===== src/rtl/pipelined_control_unit.sv =====
// RV32I control decode in D with registered D->E, E->M and M->W control stages.
// Optional JALR_EN: decodes jalr and drives pctargetsrc_e; otherwise jalr is illegal.
module pipelined_control_unit #(
  parameter int ALUCTRL_W = 4,
  parameter int IMMSRC_W  = 3
) (
  input  logic                 clk,
  input  logic                 reset,
  input  logic [6:0]           op_d,
  input  logic [2:0]           funct3_d,
  input  logic                 funct7b5_d,
  input  logic                 flush_e,
  input  logic                 zero_e,
  input  logic                 lt_e,
  input  logic                 ltu_e,
  output logic [IMMSRC_W-1:0]  immsrc_d,
  output logic                 illegal_d,
  output logic                 alusrc_e,
  output logic [ALUCTRL_W-1:0] alucontrol_e,
  output logic [1:0]           resultsrc_e,
  output logic                 pcsrc_e,
  output logic                 pctargetsrc_e,
  output logic                 memwrite_m,
  output logic                 regwrite_m,
  output logic                 regwrite_w,
  output logic [1:0]           resultsrc_w
);

  localparam logic [6:0] OP_LOAD   = 7'b0000011;
  localparam logic [6:0] OP_STORE  = 7'b0100011;
  localparam logic [6:0] OP_RTYPE  = 7'b0110011;
  localparam logic [6:0] OP_IALU   = 7'b0010011;
  localparam logic [6:0] OP_BRANCH = 7'b1100011;
  localparam logic [6:0] OP_JAL    = 7'b1101111;
  localparam logic [6:0] OP_LUI    = 7'b0110111;
`ifdef JALR_EN
  localparam logic [6:0] OP_JALR   = 7'b1100111;
`endif

  logic       regwrite_d, alusrc_d, memwrite_d, branch_d, jump_d;
  logic [1:0] resultsrc_d, aluop_d;
  logic [2:0] immsel_d;
  logic [3:0] alucode_d;
`ifdef JALR_EN
  logic       pctargetsrc_d;
`endif

  logic       regwrite_e, memwrite_e, branch_e, jump_e, cond_e;
  logic [2:0] funct3_e;
  logic [1:0] resultsrc_m;

  // Main decode; unsupported encodings leave every control at zero.
  always_comb begin
    regwrite_d  = 1'b0;
    immsel_d    = 3'b000;
    alusrc_d    = 1'b0;
    memwrite_d  = 1'b0;
    resultsrc_d = 2'b00;
    branch_d    = 1'b0;
    jump_d      = 1'b0;
    aluop_d     = 2'b00;
    illegal_d   = 1'b0;
`ifdef JALR_EN
    pctargetsrc_d = 1'b0;
`endif
    case (op_d)
      OP_LOAD:  begin regwrite_d = 1'b1; alusrc_d = 1'b1; resultsrc_d = 2'b01; end
      OP_STORE: begin immsel_d = 3'b001; alusrc_d = 1'b1; memwrite_d = 1'b1; end
      OP_RTYPE: begin regwrite_d = 1'b1; aluop_d = 2'b10; end
      OP_IALU:  begin regwrite_d = 1'b1; alusrc_d = 1'b1; aluop_d = 2'b10; end
      OP_BRANCH: begin
        if (funct3_d[2:1] == 2'b01) illegal_d = 1'b1;
        else begin immsel_d = 3'b010; branch_d = 1'b1; aluop_d = 2'b01; end
      end
      OP_JAL:   begin regwrite_d = 1'b1; immsel_d = 3'b011; resultsrc_d = 2'b10; jump_d = 1'b1; end
      OP_LUI:   begin regwrite_d = 1'b1; immsel_d = 3'b100; resultsrc_d = 2'b11; end
`ifdef JALR_EN
      OP_JALR: begin
        regwrite_d = 1'b1; alusrc_d = 1'b1; resultsrc_d = 2'b10;
        jump_d = 1'b1; pctargetsrc_d = 1'b1;
      end
`endif
      default:  illegal_d = 1'b1;
    endcase
  end

  // ALU decode; SUB for R-type only, since addi has no funct7 field.
  always_comb begin
    alucode_d = 4'b0000;
    case (aluop_d)
      2'b01: alucode_d = 4'b0001;
      2'b10: begin
        case (funct3_d)
          3'b000:  alucode_d = (op_d[5] & funct7b5_d) ? 4'b0001 : 4'b0000;
          3'b001:  alucode_d = 4'b0111;
          3'b010:  alucode_d = 4'b0101;
          3'b011:  alucode_d = 4'b0110;
          3'b100:  alucode_d = 4'b0100;
          3'b101:  alucode_d = funct7b5_d ? 4'b1001 : 4'b1000;
          3'b110:  alucode_d = 4'b0011;
          default: alucode_d = 4'b0010;
        endcase
      end
      default: alucode_d = 4'b0000;
    endcase
  end

  assign immsrc_d = IMMSRC_W'(immsel_d);

  // A taken branch/jump in E turns the instruction behind it into a bubble.
  always_ff @(posedge clk) begin
    if (reset || flush_e || pcsrc_e) begin
      regwrite_e   <= 1'b0;
      resultsrc_e  <= 2'b00;
      memwrite_e   <= 1'b0;
      branch_e     <= 1'b0;
      jump_e       <= 1'b0;
      alusrc_e     <= 1'b0;
      alucontrol_e <= '0;
      funct3_e     <= 3'b000;
    end else begin
      regwrite_e   <= regwrite_d;
      resultsrc_e  <= resultsrc_d;
      memwrite_e   <= memwrite_d;
      branch_e     <= branch_d;
      jump_e       <= jump_d;
      alusrc_e     <= alusrc_d;
      alucontrol_e <= ALUCTRL_W'(alucode_d);
      funct3_e     <= funct3_d;
    end
  end

`ifdef JALR_EN
  always_ff @(posedge clk) begin
    if (reset || flush_e || pcsrc_e) pctargetsrc_e <= 1'b0;
    else                             pctargetsrc_e <= pctargetsrc_d;
  end
`else
  assign pctargetsrc_e = 1'b0;
`endif

  always_comb begin
    cond_e = 1'b0;
    case (funct3_e)
      3'b000:  cond_e = zero_e;
      3'b001:  cond_e = ~zero_e;
      3'b100:  cond_e = lt_e;
      3'b101:  cond_e = ~lt_e;
      3'b110:  cond_e = ltu_e;
      3'b111:  cond_e = ~ltu_e;
      default: cond_e = 1'b0;
    endcase
  end

  assign pcsrc_e = (branch_e & cond_e) | jump_e;

  always_ff @(posedge clk) begin
    if (reset) begin
      regwrite_m  <= 1'b0;
      memwrite_m  <= 1'b0;
      resultsrc_m <= 2'b00;
      regwrite_w  <= 1'b0;
      resultsrc_w <= 2'b00;
    end else begin
      regwrite_m  <= regwrite_e;
      memwrite_m  <= memwrite_e;
      resultsrc_m <= resultsrc_e;
      regwrite_w  <= regwrite_m;
      resultsrc_w <= resultsrc_m;
    end
  end

endmodule


===== config.mk =====
export PLATFORM = sky130hd
export DESIGN_NAME = pipelined_control_unit
export DESIGN_NICKNAME = d
export VERILOG_FILES = /design/src/rtl/pipelined_control_unit.sv
export SDC_FILE = /design/constraint.sdc
export NUM_CORES = 1
export LEC_CHECK = 0
export BUFFER_PORTS_ARGS = -buffer_cell sky130_fd_sc_hd__buf_4
export CAP_MARGIN = 20
export CORE_MARGIN = 1
export CORE_UTILIZATION = 46
export CTS_BUF_LIST = sky130_fd_sc_hd__clkbuf_8 sky130_fd_sc_hd__clkbuf_16
export DETAILED_ROUTE_END_ITERATION = 16
export PLACE_DENSITY = 0.76
export SYNTH_ARGS = -nofsm -noshare
export SYNTH_HDL_FRONTEND = slang
export SYNTH_SLANG_ARGS = --single-unit

===== constraint.sdc =====
create_clock -name clk -period 2.1 [get_ports clk]
set_input_delay 0.315 -clock clk [delete_from_list [all_inputs] [get_ports clk]]
set_output_delay 0.315 -clock clk [all_outputs]
set_load 0.1 [all_outputs]

After elaboration in Yosys (flattened, before gate mapping)
Cells that the tools add are included.

Logic and storage cells: 67. Input bits: 17. Register bits: 21.

Reductions and logical operators: 9. Multiplexer cells: 17. Bitwise gates (word level): 7. Equal/unequal tests: 21.

Operators with widths (count): one-hot mux 4 bit (7 select lines) (1); equality test 3 bit, second input constant (7); equality test 7 x 6 -> 1 bit, second input constant (3); equality test 7 bit, second input constant (2); one-hot mux 3 bit (4 select lines) (1); two-way mux 1 bit (9); one-hot mux 4 bit (2 select lines) (1); equality test 7 x 2 -> 1 bit, second input constant (1); equality test 7 x 5 -> 1 bit, second input constant (1); equality test 3 x 1 -> 1 bit, second input constant (2); equality test 3 x 2 -> 1 bit, second input constant (2); zero test 3 bit (2); one-hot mux 1 bit (6 select lines) (1); one-hot mux 2 bit (3 select lines) (1); OR reduction 6 bit (1); OR reduction 5 bit (1); equality test 2 x 1 -> 1 bit, second input constant (2); inverter 1 bit (4); one-hot mux 2 bit (2 select lines) (1); OR reduction 2 bit (2); OR reduction 3 bit (1); bitwise AND 1 bit (2); equality test 2 bit, second input constant (1); logical OR 1 bit (2); other kinds (3) (3).

Depth between registers and ports, before layout
Depth after elaboration: 6. Mapped depth: 8.

Worst setup path after synthesis
No wires, ideal clock.

Kind: input to output. Start: input port op_d[2]. End: output port illegal_d. Path buffers: 1. Path slack: -0.512 ns. Cell stages on the path: 5. Arrival time: 2.297 ns. Cell sequence: clkbuf_1 -> nor2_1 -> o21ai_0 -> a21oi_1 -> a21oi_1.

Longest elaborated chain between the ends: 3. Elaborated cells between the ends (all ways): 9. Those cells by class: 7 x eq/ne; 1 x mux; 1 x reduce/logical.

Ends and longest elaborated chain: start: declaration (RTL line 9) `input logic [6:0] op_d,`; equality test 7 x 6 -> 1 bit, or another cell as far along (RTL line 66) `case (op_d)`; OR reduction 6 bit (no line); one-hot mux 1 bit (2 select lines) (*) (RTL line 66); end: declaration (RTL line 17) `output logic illegal_d,`.

Mark *: on every way between the ends. The rest lies on a longest branch, timed or not.

Worst setup path after layout
Start: register branch_e. End: output port pcsrc_e.

Longest elaborated chain between the ends: 2.

Ends and longest elaborated chain: start: declaration (RTL line 48) `logic regwrite_e, memwrite_e, branch_e, jump_e, cond_e;`; start signal: assignment (RTL line 125) `branch_e <= branch_d;`; bitwise AND 1 bit (RTL line 155) `assign pcsrc_e = (branch_e & cond_e) | jump_e;`; bitwise OR 1 bit (RTL line 155); end: declaration (RTL line 21) `output logic pcsrc_e,`.

No other way between the ends.

==> metrics <==
Post-Route Setup TNS 0 ps; gpl congestion 0.7461; CTS tree yes; # Max-Cap Violations 0; post-route insts no fill about 160; EDFF count, synth 0; top cells by area, synth dfxtp_1 (46%), nor2b_1 (6.2%), nor2_1 (3.7%); Setup crit start branch_e; Worst EP arrival 1680 ps; fin crit share 0.9523; Mean Syn Cell Area 9.339 µm²; First-pass DRT Iterations 4; RSZ-0062 raised after global routing false; Cell Pwr Density just over 600 nW/µm²; Worst setup SP type flop; IO Pins 35; Synth Flop Type dfxtp_1; CP Capture Type output pin; antenna-violating nets left 0; leading area contributor after synthesis dfxtp_1; Root Driver clkbuf_8; CP cell instances or3b_2 > mux2i_1 > or3_1 > buf_4; post-synthesis net count 116; worst r2r src branch_e; Synth top cells by count dfxtp_1 (21), nor2_1 (9), nor2b_1 (9), nand2_1 (7); slowest library cell on the worst path or3b_2; most numerous cell in the Yosys netlist dfxtp_1; Max Slew Vio Count 0; first-pass GRT wire length 2470 µm; Distinct cells, synth 31; Die Y around 46 µm; DRC viols 0; clk slew on worst S/H paths 70 ps; CTS Buf Count 3; Leakage 0.5455 nW; Tot GR Track Use 0.1604; layout cells sized above 1 0.3385; Critical Path Fanout Max 3; initial antenna violation count 0; Via density 4.916; post-detail-place hpwl 1338 µm; post-synthesis sequential area ratio 0.4641; Placed Cells 151; kind of critical path flop to output pin; IO buf count 33; yosys warns 0; H-tree level count 1; worst hold path type input pin to flop; ys async rst share 0; n_diodes 0; DRT Wirelength 1680 µm; Finish-stage setup viols 0; core area 1783 µm²; clock skew 2.144 ps; worst vdd ir approximately 390 µV; GR Overflow Total 0; final net count 150; Hold Violations, Final 0; insertion delay of the later-clocked pin in the worst-skew pair 250 ps; status finished, final reports clean; Gate Count Post-Synth a little under 100; post-synthesis register bit count 21; total number of vias between 700 and 800; worst path required time 1780 ps; shortest period the worst path allows roughly 2000 ps; vias in the first global route 629; Yosys top cell area share 0.4641; area grow syn2layout 34.39%; DR WL/cell 10.84 µm; f_max 0.5001 GHz; # Post-CTS Setup Buffers 0; Iteration-0 DRC Markers 17; CP peak stage delay around 450 ps; Cell Area, Synth 905.9 µm²; Die ar. 2151 µm²; Die Width 46.38 µm; CTS Buffer Depth 2; Initial Util 0.5081; CTS sink count 21; Min-Delay Startpoint reset; site row count 15; largest net degree at the start of global routing 14
[final cells by class]
| cell class | instances | area, µm² |
|---|---|---|
| clock buffers | 3 | 41.29 |
| well taps | 25 | 31.28 |
| fillers | 159 | 565.5 |
| multi-input cells | 69 | 457.9 |
| clock inverters | 1 | 7.507 |
| flip-flops and latches | 21 | 420.4 |
| repair buffers | 33 | 247.7 |
| inverters | 3 | 11.26 |
[critical path, delay by kind of cell (launching register included)]
kind	cells	cell delay [ps]
simple gates	2	600
flops	1	350
buf+inv	1	280
mux	1	210
[state kept, by name, indices dropped and copies added (netlist names)]
signal	count
alucontrol_e	4
alusrc_e	1
branch_e	1
funct3_e	3
jump_e	1
memwrite_e	1
memwrite_m	1
regwrite_e	1
regwrite_m	1
regwrite_w	1
resultsrc_e	2
resultsrc_m	2
resultsrc_w	2
[through the flow]
stage               hold slack, ps  utilization  total power [mW]  cell area, µm²  setup slack, ps
finish                       275.0       0.6828            0.7534            1217            100.3
global route                 272.5       0.6828            0.7823            1217            7.362
CTS                          273.3       0.6793            0.7592            1211            92.06
detailed placement           422.3       0.6519            0.5043            1162            111.1
global placement             418.1       0.6519            0.5023            1162            159.3
floorplan                    386.6            -            0.4681           909.6            6.597
[worst paths after layout]
path	cells after the start	slack [ps]	to
setup / recovery	4	100	pcsrc_e
hold / removal	2	280	regwrite_m
setup reg to reg	4	470	alucontrol_e[3]
hold reg to reg	1	440	regwrite_m
[cells by family after synthesis]
group | count (synthesis) | synth area share
xor gates and xnor gates | 2 | 0.01934
muxes | 3 | 0.03315
AOI/OAI and AO/OA | 7 | 0.05386
adders and majority gates | 2 | 0.02762
buffers and inverters | 7 | 0.04144
other | 1 | 0.004140
and+or+nand+nor | 54 | 0.3564
DFF | 21 | 0.4641
[repair_timing]
item,CTS,global route
endpoints found under the setup margin,0,1
hold buffers,0,0
resized for setup,0,1
[per-layer routing]
layer  up-vias  routed length (µm)  track usage
met4         0                  19      0.07059
li1        395                   -            -
met5         -                   0            0
met2        34                 789       0.2722
met3         2                  98      0.03529
met1       331                 772       0.1900
[power by group]
part / leakage (nW) / switching (mW) / internal, mW
Combinational: 0.354 / 0.0554 / 0.0374
Sequential: 0.170 / 0.00189 / 0.401
Clock: 0.0217 / 0.124 / 0.133
Total: 0.546 / 0.182 / 0.572
[layout by cell type (no fill, tap or decap), drive strengths merged, types with 3 or more instances in the layout]
cell type and count:
nand4 3, clkbuf 3, buf 33, nor2b 9, nand2 7, and2 5
mux2i 3, nor2 9, nand3 3, dfxtp 21, a21oi 3, inv 3
or3 5
No activity file was read; power rests on OpenSTA's default activity.
